[config.mk]
export PLATFORM = sky130hd
export DESIGN_NAME = fifo_rd_stream
export DESIGN_NICKNAME = d
export VERILOG_FILES = /design/src/rtl/fifo_rd_stream.sv
export SDC_FILE = /design/constraint.sdc
export NUM_CORES = 1
export LEC_CHECK = 0
export BUFFER_PORTS_ARGS = -buffer_cell sky130_fd_sc_hd__buf_4
export CAP_MARGIN = 20
export CORE_UTILIZATION = 25
export CTS_BUF_LIST = sky130_fd_sc_hd__clkbuf_4
export DETAILED_ROUTE_END_ITERATION = 6
export GPL_TIMING_DRIVEN = 0
export PLACE_DENSITY = 0.45
export SLEW_MARGIN = 5
export SYNTH_ARGS = -nofsm -noshare
export SYNTH_HDL_FRONTEND = slang
export SYNTH_SLANG_ARGS = --single-unit
[constraint.sdc]
create_clock -name rdclk -period 2.5 [get_ports rdclk]
set_input_delay 0.375 -clock rdclk [delete_from_list [all_inputs] [get_ports rdclk]]
set_output_delay 0.375 -clock rdclk [all_outputs]
set_load 0.01 [all_outputs]
[src/rtl/fifo_rd_stream.sv]
// -----------------------------------------------------------------------------
// fifo_rd_stream
//
// Read-side drain controller for the asynchronous FIFO. Lives entirely in the
// read clock domain. It turns the FIFO read port (rd_en / rd_empty / registered
// rd_data with one cycle of latency) into a valid/ready stream. A 4-entry
// prefetch buffer lets it sustain one word per clock under back-pressure.
// The stream is framed into fixed-length bursts with a last flag, and the
// words accepted downstream are counted.
//
// Parameters
//   WIDTH      data width, must match the FIFO
//   BURST_LEN  words per burst (>= 1)
//   CNT_W      width of the delivered-word counter
//
// Ports
//   rdclk          in   read-domain clock, rising edge
//   rd_rst_n       in   asynchronous active-low reset
//   en             in   permits new FIFO reads; buffered words drain regardless
//   fifo_rd_empty  in   FIFO empty flag
//   fifo_rd_en     out  FIFO read strobe
//   fifo_rd_data   in   FIFO read data, valid the cycle after a read
//   m_valid        out  output word available
//   m_ready        in   downstream accepts the word
//   m_data         out  output word
//   m_last         out  final word of the current burst
//   word_cnt       out  words accepted downstream, wraps modulo 2^CNT_W
// -----------------------------------------------------------------------------
module fifo_rd_stream #(
  parameter int WIDTH     = 16,
  parameter int BURST_LEN = 8,
  parameter int CNT_W     = 16
) (
  input  logic             rdclk,
  input  logic             rd_rst_n,
  input  logic             en,
  input  logic             fifo_rd_empty,
  output logic             fifo_rd_en,
  input  logic [WIDTH-1:0] fifo_rd_data,
  output logic             m_valid,
  input  logic             m_ready,
  output logic [WIDTH-1:0] m_data,
  output logic             m_last,
  output logic [CNT_W-1:0] word_cnt
);

  localparam int DEPTH  = 4;
  // A single-word burst still needs a one-bit beat register.
  localparam int BEAT_W = (BURST_LEN > 1) ? $clog2(BURST_LEN) : 1;
  localparam logic [BEAT_W-1:0] BEAT_MAX = BEAT_W'(BURST_LEN - 1);

  // ---------------------------------------------------------------------------
  // State
  // ---------------------------------------------------------------------------
  logic [WIDTH-1:0]  r_buf [DEPTH];
  logic [1:0]        r_wr_ptr;
  logic [1:0]        r_rd_ptr;
  logic [2:0]        r_occ;
  logic              r_inflight;
  logic [BEAT_W-1:0] r_beat;
  logic [CNT_W-1:0]  r_word_cnt;

  // ---------------------------------------------------------------------------
  // Combinational control
  // ---------------------------------------------------------------------------
  logic [2:0]        w_outstanding;
  logic              w_has_space;
  logic              w_rd_en;
  logic              w_valid;
  logic              w_pop;
  logic              w_capture;
  logic              w_beat_last;
  logic [DEPTH-1:0]  w_buf_we;

  logic [1:0]        w_wr_ptr_next;
  logic [1:0]        w_rd_ptr_next;
  logic [2:0]        w_occ_next;
  logic [BEAT_W-1:0] w_beat_next;
  logic [CNT_W-1:0]  w_word_cnt_next;

  // Words already buffered plus the one still coming back from the FIFO.
  // Reserving a slot for the inflight word is what makes capture
  // unconditional. Never exceeds 4, so three bits are enough.
  assign w_outstanding = r_occ + {2'b00, r_inflight};
  assign w_has_space   = (w_outstanding < 3'd4);

  // Read issue depends only on registered state and FIFO/enable inputs, so
  // there is no combinational path from m_ready to the FIFO strobe.
  assign w_rd_en   = en & ~fifo_rd_empty & w_has_space;

  assign w_valid   = (r_occ != 3'd0);
  assign w_pop     = w_valid & m_ready;
  assign w_capture = r_inflight;

  assign w_beat_last = (r_beat == BEAT_MAX);

  // Per-entry write enables for the prefetch buffer.
  genvar gi;
  generate
    for (gi = 0; gi < DEPTH; gi++) begin : g_buf_we
      assign w_buf_we[gi] = w_capture & (r_wr_ptr == 2'(gi));
    end
  endgenerate

  always_comb begin
    w_wr_ptr_next   = r_wr_ptr;
    w_rd_ptr_next   = r_rd_ptr;
    w_occ_next      = r_occ;
    w_beat_next     = r_beat;
    w_word_cnt_next = r_word_cnt;

    // Two-bit pointers wrap 3 -> 0 naturally.
    if (w_capture) begin
      w_wr_ptr_next = r_wr_ptr + 2'd1;
    end

    if (w_pop) begin
      w_rd_ptr_next   = r_rd_ptr + 2'd1;
      w_word_cnt_next = r_word_cnt + CNT_W'(1);
      if (w_beat_last) begin
        w_beat_next = '0;
      end else begin
        w_beat_next = r_beat + BEAT_W'(1);
      end
    end

    // Capture and pop in the same cycle leave occupancy unchanged.
    case ({w_capture, w_pop})
      2'b10:   w_occ_next = r_occ + 3'd1;
      2'b01:   w_occ_next = r_occ - 3'd1;
      default: w_occ_next = r_occ;
    endcase
  end

  // ---------------------------------------------------------------------------
  // Control registers
  // ---------------------------------------------------------------------------
  always_ff @(posedge rdclk or negedge rd_rst_n) begin
    if (!rd_rst_n) begin
      r_wr_ptr   <= 2'd0;
      r_rd_ptr   <= 2'd0;
      r_occ      <= 3'd0;
      r_inflight <= 1'b0;
      r_beat     <= '0;
      r_word_cnt <= '0;
    end else begin
      r_wr_ptr   <= w_wr_ptr_next;
      r_rd_ptr   <= w_rd_ptr_next;
      r_occ      <= w_occ_next;
      // A read issued this cycle returns data next cycle.
      r_inflight <= w_rd_en;
      r_beat     <= w_beat_next;
      r_word_cnt <= w_word_cnt_next;
    end
  end

  // ---------------------------------------------------------------------------
  // Prefetch buffer storage. Contents are meaningless after reset because
  // occupancy is cleared, so the array carries no reset.
  // ---------------------------------------------------------------------------
  always_ff @(posedge rdclk) begin
    for (int i = 0; i < DEPTH; i++) begin
      if (w_buf_we[i]) begin
        r_buf[i] <= fifo_rd_data;
      end
    end
  end

  // ---------------------------------------------------------------------------
  // Outputs. m_data and m_last depend only on registers, so they hold while
  // the downstream stalls.
  // ---------------------------------------------------------------------------
  assign fifo_rd_en = w_rd_en;
  assign m_valid    = w_valid;
  assign m_data     = r_buf[r_rd_ptr];
  assign m_last     = w_valid & w_beat_last;
  assign word_cnt   = r_word_cnt;

endmodule
==> flow_summary.yaml, run 1 <==
worst_hold_path:
  hold_class: "in2reg"
  min_path_cells: 2
  hp-start: "fifo_rd_empty"
  hold_end: "r_inflight$_DFF_PN0_"
critical_path:
  crit_fanout: 10
  cp.arrival_ps: 1940
  r2r_end: "r_occ[2]$_DFFE_PN0P_"
  critPathKind: "reg2out"
  r2r_start: "r_occ[2]$_DFFE_PN0P_"
  reg2reg_slack_ps: 360
  worstRegToRegCells: 8
  worstPathRequired_ps: 2120
  cp-start-kind: "flip-flop"
  endpoint_kind: "output pin"
  crit_start: "r_rd_ptr[0]$_DFFE_PN0P_"
flow_run:
  cap_violations: 0
clock_network:
  cts-buffers-inserted: 9
  clkTransAtPathRegs_ps: 130
  htree_levels: 3
  cts_tree: "yes"
  cts_buffer_depth: 2
  cts-root-buf: "clkbuf_4"
  clkLatencyLatePin_ps: 440
  cts.sink_count: 91
drt:
  ant_nets: 0
  vias: 1911
  drc_errors: 0
  first_pass_iters: 4
  drt_wl_total_um: 6800
  wl_per_cell_um: 14.9
  viasPerCell: 4.20
  drt_iter0_markers: 86
logic_synthesis:
  ys_ff_latch: 91
  yosysWarnings: 0
  syn_area_per_cell_um2: 17.9
  yosysSeqAreaShare_pct: 71.6
  synthCells: 203
  synth-xor-area-share_pct: 5.31
  synthAdderAreaFrac_pct: 3.31
  syn_area_mm2: 0.00363
  synth.distinct_cells: 28
  yosys.area_share.simple_pct: 7.11
  synth_top_family_by_area: "multiplexers"
  synth_nets: 233
  synth_mux_area_share_pct: 10.2
  synth_compound_area_share_pct: 0.931
timing:
  worst_slack_ps: 189
  worst_pin_slew_ps: 907
  min_period_over_period_pct: 92.4
  slew_violations: 0
  setup_viol: 0
  relSlewSlack_pct: 39.5
  finalCriticalPeriod_ps: 2310
  setup_tns_ps: 0
  fmax_mhz: 433
  clock-skew-final_ps: 13.2
  finalHoldViolCount: 0
  rsz0062_at_grt: "false"
power_and_ir_drop:
  max-vdd-ir-drop_v: 0.000372
  power_density_mw_per_mm2: 966
  p_leak_uw: 0.00168
global_route:
  grt_pass1_vias: 2042
  grt_max_degree: 28
  antenna_found_initial: 1
  groute.usage.overall_pct: 10.1
  grt_overflow_total: 0
  grt_pass1_wl_um: 10900
die:
  design.core.area_mm2: 0.0140
  die_x_um: 122
  io_pins: 56
  die_y_um: 122
  row_count: 43
  start_util_pct: 25.8
  die_area_mm2: 0.0150
placed_design:
  place_congestion: 0.728
  postPlaceCellArea_mm2: 0.00427
  numPortBuffers: 55
  hpwl_um: 4510
  pre_cts_slack_ps: 337
final_layout:
  nets: 299
  postLayoutCellArea_mm2: 0.00444
  layout-drive-gt1-share_pct: 34.7
  synthToLayoutAreaGrowth_pct: 22.5
status:
  status: "complete, no violations"
-- cell usage after synthesis --
cell      count  area share, %
edfxtp_1     64             53
dfrtp_1      27             19
nand2_1      18            1.9
xnor2_1      17            4.1
mux4_2       16            9.9
nand3_1      10            1.4
ha_1          8            2.8
inv_1         7           0.72
xor2_1        5            1.2
and2_1        4           0.69
nor2_1        4           0.41
and3_1        3           0.52
nand4_1       3           0.52
buf_2         2           0.28
clkbuf_1      2           0.21
a21o_1        1           0.21
buf_4         1           0.21
fa_1          1           0.55
inv_2         1           0.10
mux2i_1       1           0.28
nor2b_1       1           0.17
nor3_1        1           0.14
nor3_2        1           0.28
nor3b_1       1           0.21
nor4_2        1           0.34
nor4_4        1           0.59
o21ai_0       1           0.14
o31ai_4       1           0.59
-- where the power goes --
group	internal [uW]	switching (uW)
registers	1840	208
clock network	427	477
logic	714	631
total	2980	1320
-- placed cells by master, fill, tap and decap left out, types with 2 or more instances in the layout --
cell type  Yosys  final
buf_4          1     56
mux4_2        16     16
and3_1         3      3
xor2_1         5      5
ha_1           8      8
edfxtp_1      64     64
nand2_1       18     18
nor2_1         4      4
nand3_1       10     10
clkbuf_4       0     11
nand4_1        3      3
and2_1         4      4
bufinv_16      0      2
dfrtp_1       27     26
xnor2_1       17     17
inv_1          7      7
-- layer usage --
metal	part of all wire (%)	track usage [%]	wire, um	vias up
met5	0	0	0	-
met3	5.8	4.32	394	9
met4	1.4	3.66	97	0
met2	49	16.4	3310	47
li1	-	-	-	888
met1	44	11.9	2990	967
-- final cells by class --
class                   instances  area, um2
diodes                          1       2.50
plain buffers                   4       27.5
flip-flops and latches         91       2600
clock buffers                  11       82.6
well taps                     180        225
multi-input cells              99        975
fillers                      1405       9600
repair buffers                 56        423
inverters                       8       30.0
clock inverters                 5       80.1
-- metrics by stage --
step           instances  power [uW]  util [%]  hold WS [ps]
2_1_floorplan        203        2880         -          79.4
3_3_place_gp         438        3440      30.4           321
3_5_place_dp         438        3460      30.4           328
4_1_cts              454        4390      31.6          46.6
5_1_grt              455        4590      31.6          45.8
6_report             455        4300      31.6          91.3
-- sequential cells by signal, summed over array words and instances, names as in the netlist --
register	flops
r_inflight	1
word_cnt	16
r_wr_ptr	2
r_occ	3
r_beat	3
r_rd_ptr	2
r_buf	64
-- worst max-delay path: stages (launching register included) --
cell	delay, ps
dfrtp_1	340
buf_4	220
buf_6	220
mux4_2	540
buf_4	160
-- repair_timing --
| action | CTS | global route |
|---|---|---|
| endpoints found under the hold margin | 27 | 0 |
| gates cloned | 0 | 0 |
| setup buffers | 0 | 0 |
| hold buffers | 1 | 0 |
| resized for setup | 1 | 2 |
| endpoints found under the setup margin | 9 | 7 |
-- kinds of logic (layout without fill, tap and decap cells) --
| logic type | after synthesis | in the layout |
|---|---|---|
| DFF | 91 | 91 |
| and+or+nand+nor | 48 | 48 |
| xor gates and xnor gates | 22 | 22 |
| muxes | 17 | 17 |
| buffers and inverters | 13 | 84 |
| adders and majority gates | 9 | 9 |
| AOI/OAI and AO/OA | 3 | 3 |
| other | 0 | 1 |
-- worst max path at each step --
| stage | to | slack [ps] | cells past startpoint |
|---|---|---|---|
| 6_report | m_data[12] | 190 | 4 |
| 5_1_grt | m_data[12] | 20 | 4 |
| 4_1_cts | m_data[12] | 20 | 4 |
| 3_5_place_dp | r_occ[2]$_DFFE_PN0P_ | 340 | 8 |
| 3_3_place_gp | r_occ[2]$_DFFE_PN0P_ | 360 | 8 |
| 2_1_floorplan | r_occ[2]$_DFFE_PN0P_ | 630 | 8 |
(Power assumes the default switching activity.)
==> run 2: changes to the inputs <==
Settings changed: ABC_AREA set to 1, PLACE_DENSITY 0.45 to 0.44, SETUP_SLACK_MARGIN set to 0.05, SKIP_CTS_REPAIR_TIMING set to 1.
==> run 2 against run 1 <==
  * Global-route usage increased by 1.5 points
  * Core utilization decreased by 1.0 points
  * Sequential cell count unchanged
==> flow_summary.yaml, run 2 <==
critical_path:
  cp.depth: 5
  worstPathRequired_ps: 2120
  endpoint_kind: "output pin"
  critPathKind: "reg2out"
  worstRegToRegCells: 11
  cpLargestDelayFamily: "buffers and inverters"
  r2r_end: "r_occ[2]$_DFFE_PN0P_"
  critPathBufInv: 3
  crit_start: "r_rd_ptr[0]$_DFFE_PN0P_"
  cp_cell_sequence: "inv_1, clkbuf_4, nor2_1, o22ai_1, buf_4"
  max_stage_delay_ps: 480
  cp-endpoint: "m_data[12]"
  reg2reg_slack_ps: 470
  cp-start-kind: "flip-flop"
  crit_fanout: 10
  cp_slowest_cell: "dfrtp_1"
  r2r_start: "r_occ[1]$_DFFE_PN0P_"
  cp.arrival_ps: 1910
logic_synthesis:
  synth-xor-area-share_pct: 2.95
  synth_top_family_by_area: "simple AND/OR/NAND/NOR gates"
  synth_compound_area_share_pct: 8.08
  synthCells: 335
  synth_nets: 365
  yosysWarnings: 0
  synth_mux_area_share_pct: 0
  synthArstFlopShare_pct: 29.7
  synth.distinct_cells: 26
  synthAdderAreaFrac_pct: 3.11
  syn_area_per_cell_um2: 11.5
  synth_ff_type: "edfxtp_1"
  synth_area_leader_cell: "edfxtp_1"
  synth_edf_count: 64
  synth.top_cells.by_count: "edfxtp_1 (64), nand2_1 (53), nor2_1 (52)"
  netlist.area_leader.share_pct: 49.8
  syn_area_mm2: 0.00386
  yosys.area_share.simple_pct: 14.1
  ys_ff_latch: 91
  synth_most_common_cell: "edfxtp_1"
  yosysSeqAreaShare_pct: 67.4
  synth.top_cells.by_area: "edfxtp_1 (50%), dfrtp_1 (18%), nand2_1 (5.2%)"
final_layout:
  largest_reg_flops: 64
  diodes: 0
  finish.utilization_pct: 30.6
  synthToLayoutAreaGrowth_pct: 20.3
  regMostFlops: "r_buf"
  layout_commonest_cell: "edfxtp_1"
  layout-drive-gt1-share_pct: 21.6
  nets: 432
  most-common-layout-cells: "edfxtp_1 (64), buf_4 (55), nand2_1 (53), nor2_1 (52), o21ai_0 (37)"
clock_network:
  clkTransAtPathRegs_ps: 130
  cts-buffers-inserted: 9
  clkLatencyLatePin_ps: 440
  htree_levels: 3
  cts_buffer_depth: 2
  cts_tree: "yes"
  cts.sink_count: 91
  cts-root-buf: "clkbuf_4"
placed_design:
  hpwl_um: 5710
  place_congestion: 0.798
  numPortBuffers: 55
  pre_cts_slack_ps: 368
global_route:
  grt_pass1_vias: 2615
  grt_pass1_wl_um: 13900
  groute.usage.overall_pct: 11.6
  antenna_found_initial: 0
  grt_max_degree: 28
  grt_overflow_total: 0
power_and_ir_drop:
  max-vdd-ir-drop_v: 0.000238
  p_leak_uw: 0.00186
  totalPowerFinal_uw: 4460
  power_density_mw_per_mm2: 961
timing:
  worst_pin_slew_ps: 852
  worst_hold_slack_ps: 97.8
  relSlewSlack_pct: 43.1
  fmax_mhz: 438
  worst_slack_ps: 217
  finalCriticalPeriod_ps: 2280
  min_period_over_period_pct: 91.3
  clock-skew-final_ps: 10.2
  rsz0062_at_grt: "false"
  setup_viol: 0
  slew_violations: 0
  finalHoldViolCount: 0
drt:
  ant_nets: 0
  drt_iter0_markers: 128
  viasPerCell: 4.33
  vias: 2578
  first_pass_iters: 4
  wl_per_cell_um: 14.7
  drc_errors: 0
  drt_wl_total_um: 8780
worst_hold_path:
  hp-start: "fifo_rd_empty"
  hold_class: "in2reg"
die:
  die_area_mm2: 0.0159
  start_util_pct: 25.5
  design.core.area_mm2: 0.0151
  io_pins: 56
  row_count: 45
  die_x_um: 126
  die_y_um: 126
status:
  status: "complete, no violations"
flow_run:
  cap_violations: 0
-- run 2: changes by cell type after synthesis, moves of 4 or more --
cell      previous run  this run
and2_1               4         0
clkbuf_1             2         6
inv_1                7        27
mux4_2              16         0
nand2_1             18        53
nor2_1               4        52
o21ai_0              1        37
o22ai_1              0        16
xnor2_1             17         3
xor2_1               5        10
-- run 2: worst min-delay path by stage --
stage | end | cells after the start
2_1_floorplan | r_beat[0]$_DFFE_PN0P_ | 0
3_3_place_gp | word_cnt[15]$_DFFE_PN0P_ | 1
3_5_place_dp | word_cnt[15]$_DFFE_PN0P_ | 1
4_1_cts | word_cnt[15]$_DFFE_PN0P_ | 1
5_1_grt | r_inflight$_DFF_PN0_ | 2
6_report | r_inflight$_DFF_PN0_ | 2
-- run 2: area by class of cell --
cell class	count	area (um2)
inverters	29	109
repair buffers	56	423
multi-input cells	204	1090
flip-flops and latches	91	2600
fillers	1534	10500
plain buffers	11	75.1
clock inverters	7	42.5
clock buffers	9	67.6
well taps	188	235
-- run 2: routing by layer --
metal | wire (um) | share of wire [%] | global-route usage, % | vias to the layer above
met1 | 4000 | 46 | 14.3 | 1217
met2 | 4260 | 49 | 19.6 | 72
met3 | 425 | 4.8 | 3.70 | 12
met4 | 89 | 1.0 | 3.19 | 0
met5 | 0 | 0 | 0 | -
li1 | - | - | - | 1277
-- run 2: cells by family (layout without fill, tap and decap cells) --
| logic type | Yosys count | in the layout |
|---|---|---|
| XOR/XNOR | 13 | 13 |
| AND/OR/NAND/NOR | 125 | 125 |
| adder cells (fa/ha/maj) | 9 | 9 |
| buffers and inverters | 40 | 112 |
| flip-flops | 91 | 91 |
| AO/OA/AOI/OAI | 57 | 57 |
-- run 2: power breakdown --
group          leakage [uW]  total, uW  internal, uW  switching, uW
combinational      0.000893       1750           721           1030
sequential         0.000909       2010          1840            169
clock             0.0000632        701           202            498
-- run 2: per-stage QoR --
step	cell area [um2]	setup TNS (ps)	cells
floorplan	3860	0	335
global placement	4500	0	578
detailed placement	4500	0	578
CTS	4610	-631	594
global route	4640	0	595
finish	4640	0	595
